===== src/rtl/sha256_nonce_feeder.sv =====
// sha256_nonce_feeder
// Work-issue stage ahead of the 64-round SHA-256 compression pipeline.
// Takes one mining job (midstate + 96-bit header tail + nonce range), sweeps
// the nonce range one block per cycle, and carries each issued nonce down a
// LATENCY-deep tag line so it lines up with the pipeline's hash output.
//
// Ports:
//   clk, reset          rising-edge clock, synchronous active-high reset
//   job_*               job handshake (job_valid/job_ready) and job payload
//   hold                pause issuing for the next cycle
//   abort               drop the current job and all in-flight tags
//   tx_valid/tx_w/      padded second-chunk block and initial hash
//   tx_initial_h          presented to the pipeline
//   tag_valid/tag_nonce nonce belonging to the hash the pipeline presents now
//   busy                feeder not idle
//   done                one-cycle pulse alongside the job's final tag
module sha256_nonce_feeder #(
  parameter int unsigned LATENCY = 65
) (
  input  logic         clk,
  input  logic         reset,
  input  logic         job_valid,
  output logic         job_ready,
  input  logic [255:0] job_midstate,
  input  logic [95:0]  job_tail,
  input  logic [31:0]  job_nonce_start,
  input  logic [31:0]  job_nonce_end,
  input  logic         hold,
  input  logic         abort,
  output logic         tx_valid,
  output logic [511:0] tx_w,
  output logic [255:0] tx_initial_h,
  output logic         tag_valid,
  output logic [31:0]  tag_nonce,
  output logic         busy,
  output logic         done
);

  typedef enum logic [1:0] {IDLE, SWEEP, DRAIN} state_e;

  state_e state_q, state_d;

  logic [255:0] mid_q, mid_d;
  logic [95:0]  tail_q, tail_d;
  logic [31:0]  end_q, end_d;
  logic [31:0]  cur_q, cur_d;

  logic         tx_valid_q, tx_valid_d;
  logic [511:0] tx_w_q, tx_w_d;
  logic [255:0] tx_h_q, tx_h_d;
  logic         tx_last_q, tx_last_d;

  // The tag line is fed from the tx registers, so an entry leaves the line
  // exactly LATENCY cycles after its block was presented on tx_*.
  // tag_last is only ever set together with tag_vld, which lets done come
  // straight from a flop.
  logic [LATENCY-1:0]       tag_vld_q, tag_vld_d;
  logic [LATENCY-1:0]       tag_last_q, tag_last_d;
  logic [LATENCY-1:0][31:0] tag_nonce_q, tag_nonce_d;

  logic job_ready_q, job_ready_d;
  logic busy_q, busy_d;

  logic flush;

  always_comb begin
    state_d    = state_q;
    mid_d      = mid_q;
    tail_d     = tail_q;
    end_d      = end_q;
    cur_d      = cur_q;
    tx_valid_d = 1'b0;
    tx_w_d     = tx_w_q;
    tx_h_d     = tx_h_q;
    tx_last_d  = 1'b0;
    flush      = 1'b0;

    case (state_q)
      IDLE: begin
        if (job_valid) begin
          mid_d   = job_midstate;
          tail_d  = job_tail;
          end_d   = job_nonce_end;
          cur_d   = job_nonce_start;
          state_d = SWEEP;
        end
      end
      SWEEP: begin
        if (abort) begin
          flush   = 1'b1;
          state_d = IDLE;
        end else if (!hold) begin
          tx_valid_d = 1'b1;
          tx_w_d     = {tail_q, cur_q, 32'h8000_0000, 320'b0, 32'h0000_0280};
          tx_h_d     = mid_q;
          tx_last_d  = (cur_q == end_q);
          if (cur_q == end_q) state_d = DRAIN;
          else                cur_d   = cur_q + 32'd1;
        end
      end
      DRAIN: begin
        if (abort) begin
          flush   = 1'b1;
          state_d = IDLE;
        end else if (tag_last_q[LATENCY-1]) begin
          state_d = IDLE;
        end
      end
      default: state_d = IDLE;
    endcase

    tag_vld_d[0]   = tx_valid_q;
    tag_last_d[0]  = tx_last_q;
    tag_nonce_d[0] = tx_w_q[415:384];
    for (int unsigned i = 1; i < LATENCY; i++) begin
      tag_vld_d[i]   = tag_vld_q[i-1];
      tag_last_d[i]  = tag_last_q[i-1];
      tag_nonce_d[i] = tag_nonce_q[i-1];
    end
    if (flush) begin
      tag_vld_d  = '0;
      tag_last_d = '0;
    end

    job_ready_d = (state_d == IDLE);
    busy_d      = (state_d != IDLE);
  end

  always_ff @(posedge clk) begin
    if (reset) begin
      state_q     <= IDLE;
      mid_q       <= '0;
      tail_q      <= '0;
      end_q       <= '0;
      cur_q       <= '0;
      tx_valid_q  <= 1'b0;
      tx_w_q      <= '0;
      tx_h_q      <= '0;
      tx_last_q   <= 1'b0;
      tag_vld_q   <= '0;
      tag_last_q  <= '0;
      tag_nonce_q <= '0;
      job_ready_q <= 1'b1;
      busy_q      <= 1'b0;
    end else begin
      state_q     <= state_d;
      mid_q       <= mid_d;
      tail_q      <= tail_d;
      end_q       <= end_d;
      cur_q       <= cur_d;
      tx_valid_q  <= tx_valid_d;
      tx_w_q      <= tx_w_d;
      tx_h_q      <= tx_h_d;
      tx_last_q   <= tx_last_d;
      tag_vld_q   <= tag_vld_d;
      tag_last_q  <= tag_last_d;
      tag_nonce_q <= tag_nonce_d;
      job_ready_q <= job_ready_d;
      busy_q      <= busy_d;
    end
  end

  assign job_ready    = job_ready_q;
  assign busy         = busy_q;
  assign tx_valid     = tx_valid_q;
  assign tx_w         = tx_w_q;
  assign tx_initial_h = tx_h_q;
  assign tag_valid    = tag_vld_q[LATENCY-1];
  assign tag_nonce    = tag_nonce_q[LATENCY-1];
  assign done         = tag_last_q[LATENCY-1];

endmodule

===== config.mk =====
export PLATFORM = sky130hd
export DESIGN_NAME = sha256_nonce_feeder
export DESIGN_NICKNAME = d
export VERILOG_FILES = /design/src/rtl/sha256_nonce_feeder.sv
export SDC_FILE = /design/constraint.sdc
export NUM_CORES = 2
export LEC_CHECK = 0
export BUFFER_PORTS_ARGS = -buffer_cell sky130_fd_sc_hd__buf_2
export CAP_MARGIN = 25
export CORE_AREA = 2 2 484 486
export DETAILED_ROUTE_END_ITERATION = 10
export DIE_AREA = 0 0 486 488
export GPL_ROUTABILITY_DRIVEN = 0
export GPL_TIMING_DRIVEN = 0
export MAX_ROUTING_LAYER = met4
export SLEW_MARGIN = 20
export SYNTH_ARGS = -nofsm -noshare
export SYNTH_HDL_FRONTEND = slang
export SYNTH_SLANG_ARGS = --single-unit

===== constraint.sdc =====
create_clock -name clk -period 6.3 [get_ports clk]
set_clock_uncertainty 0.1 [all_clocks]
set_input_delay 0.315 -clock clk [delete_from_list [all_inputs] [get_ports clk]]
set_output_delay 0.315 -clock clk [all_outputs]
set_load 0.05 [all_outputs]

# [Word level (Yosys, flattened, before mapping)]
# Cells that the tools add are included.
[op_classes] addsub=1 multipliers=0 div=0 n_lt_le_gt_ge=0 n_eq_ne=7 shifts=0 muxes=15 bitwise=3 reduce_logical=11
[op_table] op="$mux W32" n=4
[op_table] op="$pmux W32 S2" n=1
[op_table] op="$add A32 B1 Y32 const B" n=1
[op_table] op="$eq A32 B32 Y1" n=1
[op_table] op="$mux W2" n=6
[op_table] op="$ne A2 B2 Y1 const B" n=4
[op_table] op="$pmux W2 S3" n=1
[op_table] op="$reduce_and A5 Y1" n=1
[op_table] op="$logic_not A2 Y1" n=2
[op_table] op="$reduce_bool A2 Y1" n=2
[op_table] op="$reduce_or A2 Y1" n=2
[op_table] op="$reduce_or A4 Y1" n=1
[op_table] op="$mux W1" n=3
[op_table] op="$not A1 Y1" n=3
[op_table] op="$reduce_and A3 Y1" n=1
[op_table] op="$reduce_or A3 Y1" n=1
[op_table] op="$eq A2 B1 Y1 const B" n=1
[op_table] op="$eq A2 B2 Y1 const B" n=1
[op_table] op="$reduce_and A2 Y1" n=1
[totals] ff_bits=3019 latch_bits=0 mem_bits_rw=0 rom_bits=0 inputBits=421 output_inout_bits=805 wordCells=115 mem_count=0

# [Depth between registers and ports, before layout]
[logic_depth] depth_word=6 depth_mapped=10 ltp_nobuf=8

# [Worst setup path after synthesis]
# OpenSTA, ideal clock, no wires.
[synth_path] path_type="reg-to-reg" startpoint="register state_q[1]" endpoint="register cur_q[10]" setup_ns=0.119 t_arrival_ns=1.967 required_ns=6.081 path_slack_ns=4.115 path_stages_with_launch=10 path_buffers=2 synth_period_minus_slack_ns=2.185 path_cell_list="dfxtp_1 inv_1 ha_1 clkbuf_8 nor3b_1 nand2_1 a21oi_2 nor2_1 buf_2 o221a_2"
[synth_between] elab_chain_cells=3 word_cells_on_any_way=9 cone_classes="eq/ne (5); mux (1); reduce/logical (3)"
[synth_lines] element="from (decl)" line="41" rtl="state_e state_q, state_d;"
[synth_lines] element="from (signal assigned)" line="146" rtl="state_q <= state_d;"
[synth_lines] element="$eq A2 B1 Y1 or $logic_not A2 Y1 (tied branches)" line="78" rtl="case (state_q)"
[synth_lines] element="$ne A2 B2 Y1 (no line) or $reduce_bool A2 Y1 (tied branches)"
[synth_lines] element="$reduce_and A5 Y1 (no line)"
[synth_lines] element="to (signal assigned)" line="150" rtl="cur_q <= cur_d;"
[synth_lines] element="to (decl)" line="46" rtl="logic [31:0] cur_q, cur_d;"
# Several ways; a longest one is shown, not always the timed one.
# A chain may end at the register's enable or synchronous reset.

# [Worst setup path after layout]
[layout_path] startpoint="register state_q[1]" endpoint="register tx_h_q[124] (netlist: tx_initial_h[124])"
[layout_between] elab_chain_cells=2
[layout_lines] element="$eq A2 B1 Y1" line="78"
[layout_lines] element="$reduce_and A3 Y1 (no line)"
[layout_lines] element="to (signal assigned)" line="153" rtl="tx_h_q <= tx_h_d;"
[layout_lines] element="to (decl)" line="50" rtl="logic [255:0] tx_h_q, tx_h_d;"
# No other way between the ends.

==> metrics.cfg <==
[run_status]
status=finished, final reports clean

[cells_and_area]
final_cell_area_sq_mm=0.116
final_layout_size_suffix_gt1_frac=0.163
nFillCells=20900
nNetsFinal=11200
syn_to_final_growth_pct=27.0

[logic_synthesis]
synth_area_sq_mm=0.0910
synth_top_area_frac=0.664
synth_warnings=0
syn_inst=8731
ys_seq_area_frac=0.664
yosys.area.top_type=dfxtp_1
avgSynthCellArea_sq_um=10.4
synth_most_common_cell=dfxtp_1
synth-seq-cells=3017
synthArstFlopShare=0
synth-main-ff-cell=dfxtp_1
ys_types=70
netlist_top_cells_area=dfxtp_1, nor2b_1, nand2_1
synth_edf_count=0
synth_commonest_cells=dfxtp_1, nor2b_1, nand2_1

[setup_path]
arrival_ns=4.25
cpMostUsedCell=clkbuf_1
r2r_setup_slack_ns=2.71
crit_chain=inv_1 > ha_1 > clkbuf_8 > inv_1 > or3_1 > clkbuf_1 > buf_6 > clkbuf_1 > clkbuf_1 > nand2_1 > a21oi_1
end_kind=flip-flop
start_kind=flip-flop
slowest_stage=clkbuf_1
critPathMaxStageDelay_ns=0.65
path_class=flip-flop to flip-flop
r2r_end=tx_initial_h[124]
critical_path_buf_inv_count=7
reg2reg_from=state_q[1]
reg2reg_depth=11
cp_top_family=buffers and inverters
worstPathMaxFanout=10
cp.required_ns=6.96

[die]
start_util=0.392
die_h_um=488
coreArea_sq_mm=0.232
rows=177
io_pins=1226
die_x_um=486
fp.dieArea_sq_mm=0.237

[timing]
setup_ws_ns=2.71
max_freq_mhz=279
fin_crit_sh=0.570
hold_violations=0
finalMaxSlewViolations=0
setup_viol=0
period_needed_ns=3.59
relSlewSlack=0.318
setup_tns_ns=0
rsz0062_at_grt=false
tightest_slew_ns=1.02

[grt]
overflow=0
grt_usage=0.219
grt_max_degree=17
antenna_found_initial=39
grt_first_pass_wirelength_um=376000
grt_pass1_vias=60900

[power]
cellPowerDensity_mw_per_mm2=349
p_leak_uw=0.0479
peakVddDrop_mv=0.254

[cts]
cts_tree=built
cts_made_buffers=315
clockBufferDepth=4
clock_latency_ns=0.92
cts.clk_slew.worst_paths_ns=0.06
cts_root_buffer=clkbuf_16
postCtsSetupBuffers=0
cts_sinks=3017
cts-htree-levels=5

[route]
vias=62500
wl_per_cell_um=18.6
first_pass_iters=8
first_iter_violations=3542
drc=0
ant_nets=0
routed_wl_um=262000
avgViaCountPerCell=4.45

[hold_path]
min_to=mid_q[163]
hold_class=input port to flip-flop
min_from=job_midstate[163]
holdPathStages=4

[placement]
place_area_sq_mm=0.101
pre_cts_ws_ns=2.83
place.port_buffers=844
hpwlAfterDp_um=202000

[run]
maxCapViolations=0

## cell usage in the layout (no fill, tap or decap), drive strengths merged, types with 5 or more instances in the layout
master,instances
conb,381
o22a,25
a21oi,768
nor4,13
a221oi,9
nor2b,2086
ha,5
nand4,10
or3,5
diode,42
o21a,5
a31oi,11
nand2,1501
dfxtp,3017
clkinv,58
nand3,23
and3,11
clkinvlp,9
inv,20
bufinv,25
clkbuf,945
dlygate4sd3,461
and2,133
o221a,5
o21ai,15
xor2,32
buf,1293
nor2,32
o22ai,6
nor3,8
## metrics by stage
| stage | std cells | total power, uW | util | hold WS, ns |
|---|---|---|---|---|
| 2_1_floorplan | 9111 | 21400 | - | 0.306 |
| 3_3_place_gp | 13000 | 22100 | 0.433 | 0.310 |
| 3_5_place_dp | 13000 | 22100 | 0.434 | 0.311 |
| 4_1_cts | 14000 | 40600 | 0.498 | 0.00104 |
| 5_1_grt | 14000 | 41600 | 0.498 | 0.0346 |
| 6_report | 14000 | 40300 | 0.498 | 0.0749 |
## sequential cells by signal, indices dropped and copies added, names as in the netlist
register	cells
busy	1
cur_q	32
end_q	32
job_ready	1
mid_q	256
state_q	2
tag_last_q	65
tag_nonce	32
tag_nonce_d	2048
tag_vld_q	65
tail_q	96
tx_initial_h	256
tx_last_q	1
tx_valid	1
tx_w	129
## cell families after synthesis
| kind of cell | after synthesis | synth area share |
|---|---|---|
| compound gates | 880 | 0.0521 |
| mux | 2 | 0.000234 |
| other cells | 1 | 0.0000412 |
| simple gates | 3833 | 0.222 |
| xor+xnor | 34 | 0.00327 |
| buf+inv | 959 | 0.0577 |
| fa+ha+maj | 5 | 0.000688 |
| flops | 3017 | 0.664 |
## tightest hold or removal path: cells and delay by family
kind | cells | cell delay [ns]
AND/OR/NAND/NOR | 1 | 0.05
AO/OA/AOI/OAI | 1 | 0.05
buffers and inverters | 2 | 0.67
## report_power, final
part | internal, uW | switching (uW) | total [uW]
Sequential | 19300 | 184 | 19500
Combinational | 780 | 1750 | 2530
Clock | 11000 | 7330 | 18300
Total | 31000 | 9270 | 40300
## metal layers
metal  up-vias  routed length [um]  track usage
li1      30500                   -            -
met1     28900              102000        0.242
met2      2263              119000        0.343
met3       871               23400       0.0740
met4         0               18200        0.132
met5         -                   0            -
## worst max-delay path by stage
stage | cells after the start | startpoint | end | slack [ns]
after floorplan | 9 | state_q[1] | cur_q[10] | 4.11
after detailed placement | 8 | state_q[1] | tail_q[27] | 2.83
after CTS | 11 | state_q[1] | tx_w[440] | 2.77
after global routing | 11 | state_q[1] | tx_initial_h[124] | 2.60
final | 11 | state_q[1] | tx_initial_h[124] | 2.71
after global placement | 9 | state_q[1] | tx_w[485] | 1.62
## what timing repair did
action,CTS,global route
hold endpoints to repair,422,0
hold buffers,461,0
resized for setup,0,0
## area by class of cell
cell class | count | area [sq um] | area share
Tap cell | 3043 | 3810 | 0.0330
Buffer | 946 | 5210 | 0.0451
Antenna cell | 42 | 105 | 0.000910
Timing Repair Buffer | 1313 | 8990 | 0.0779
Inverter | 13 | 48.8 | 0.000422
Clock inverter | 99 | 1240 | 0.0107
Sequential cell | 3017 | 60400 | 0.523
Clock buffer | 440 | 8990 | 0.0778
Multi-Input combinational cell | 5135 | 26700 | 0.231
No activity file was read; power rests on OpenSTA's default activity.
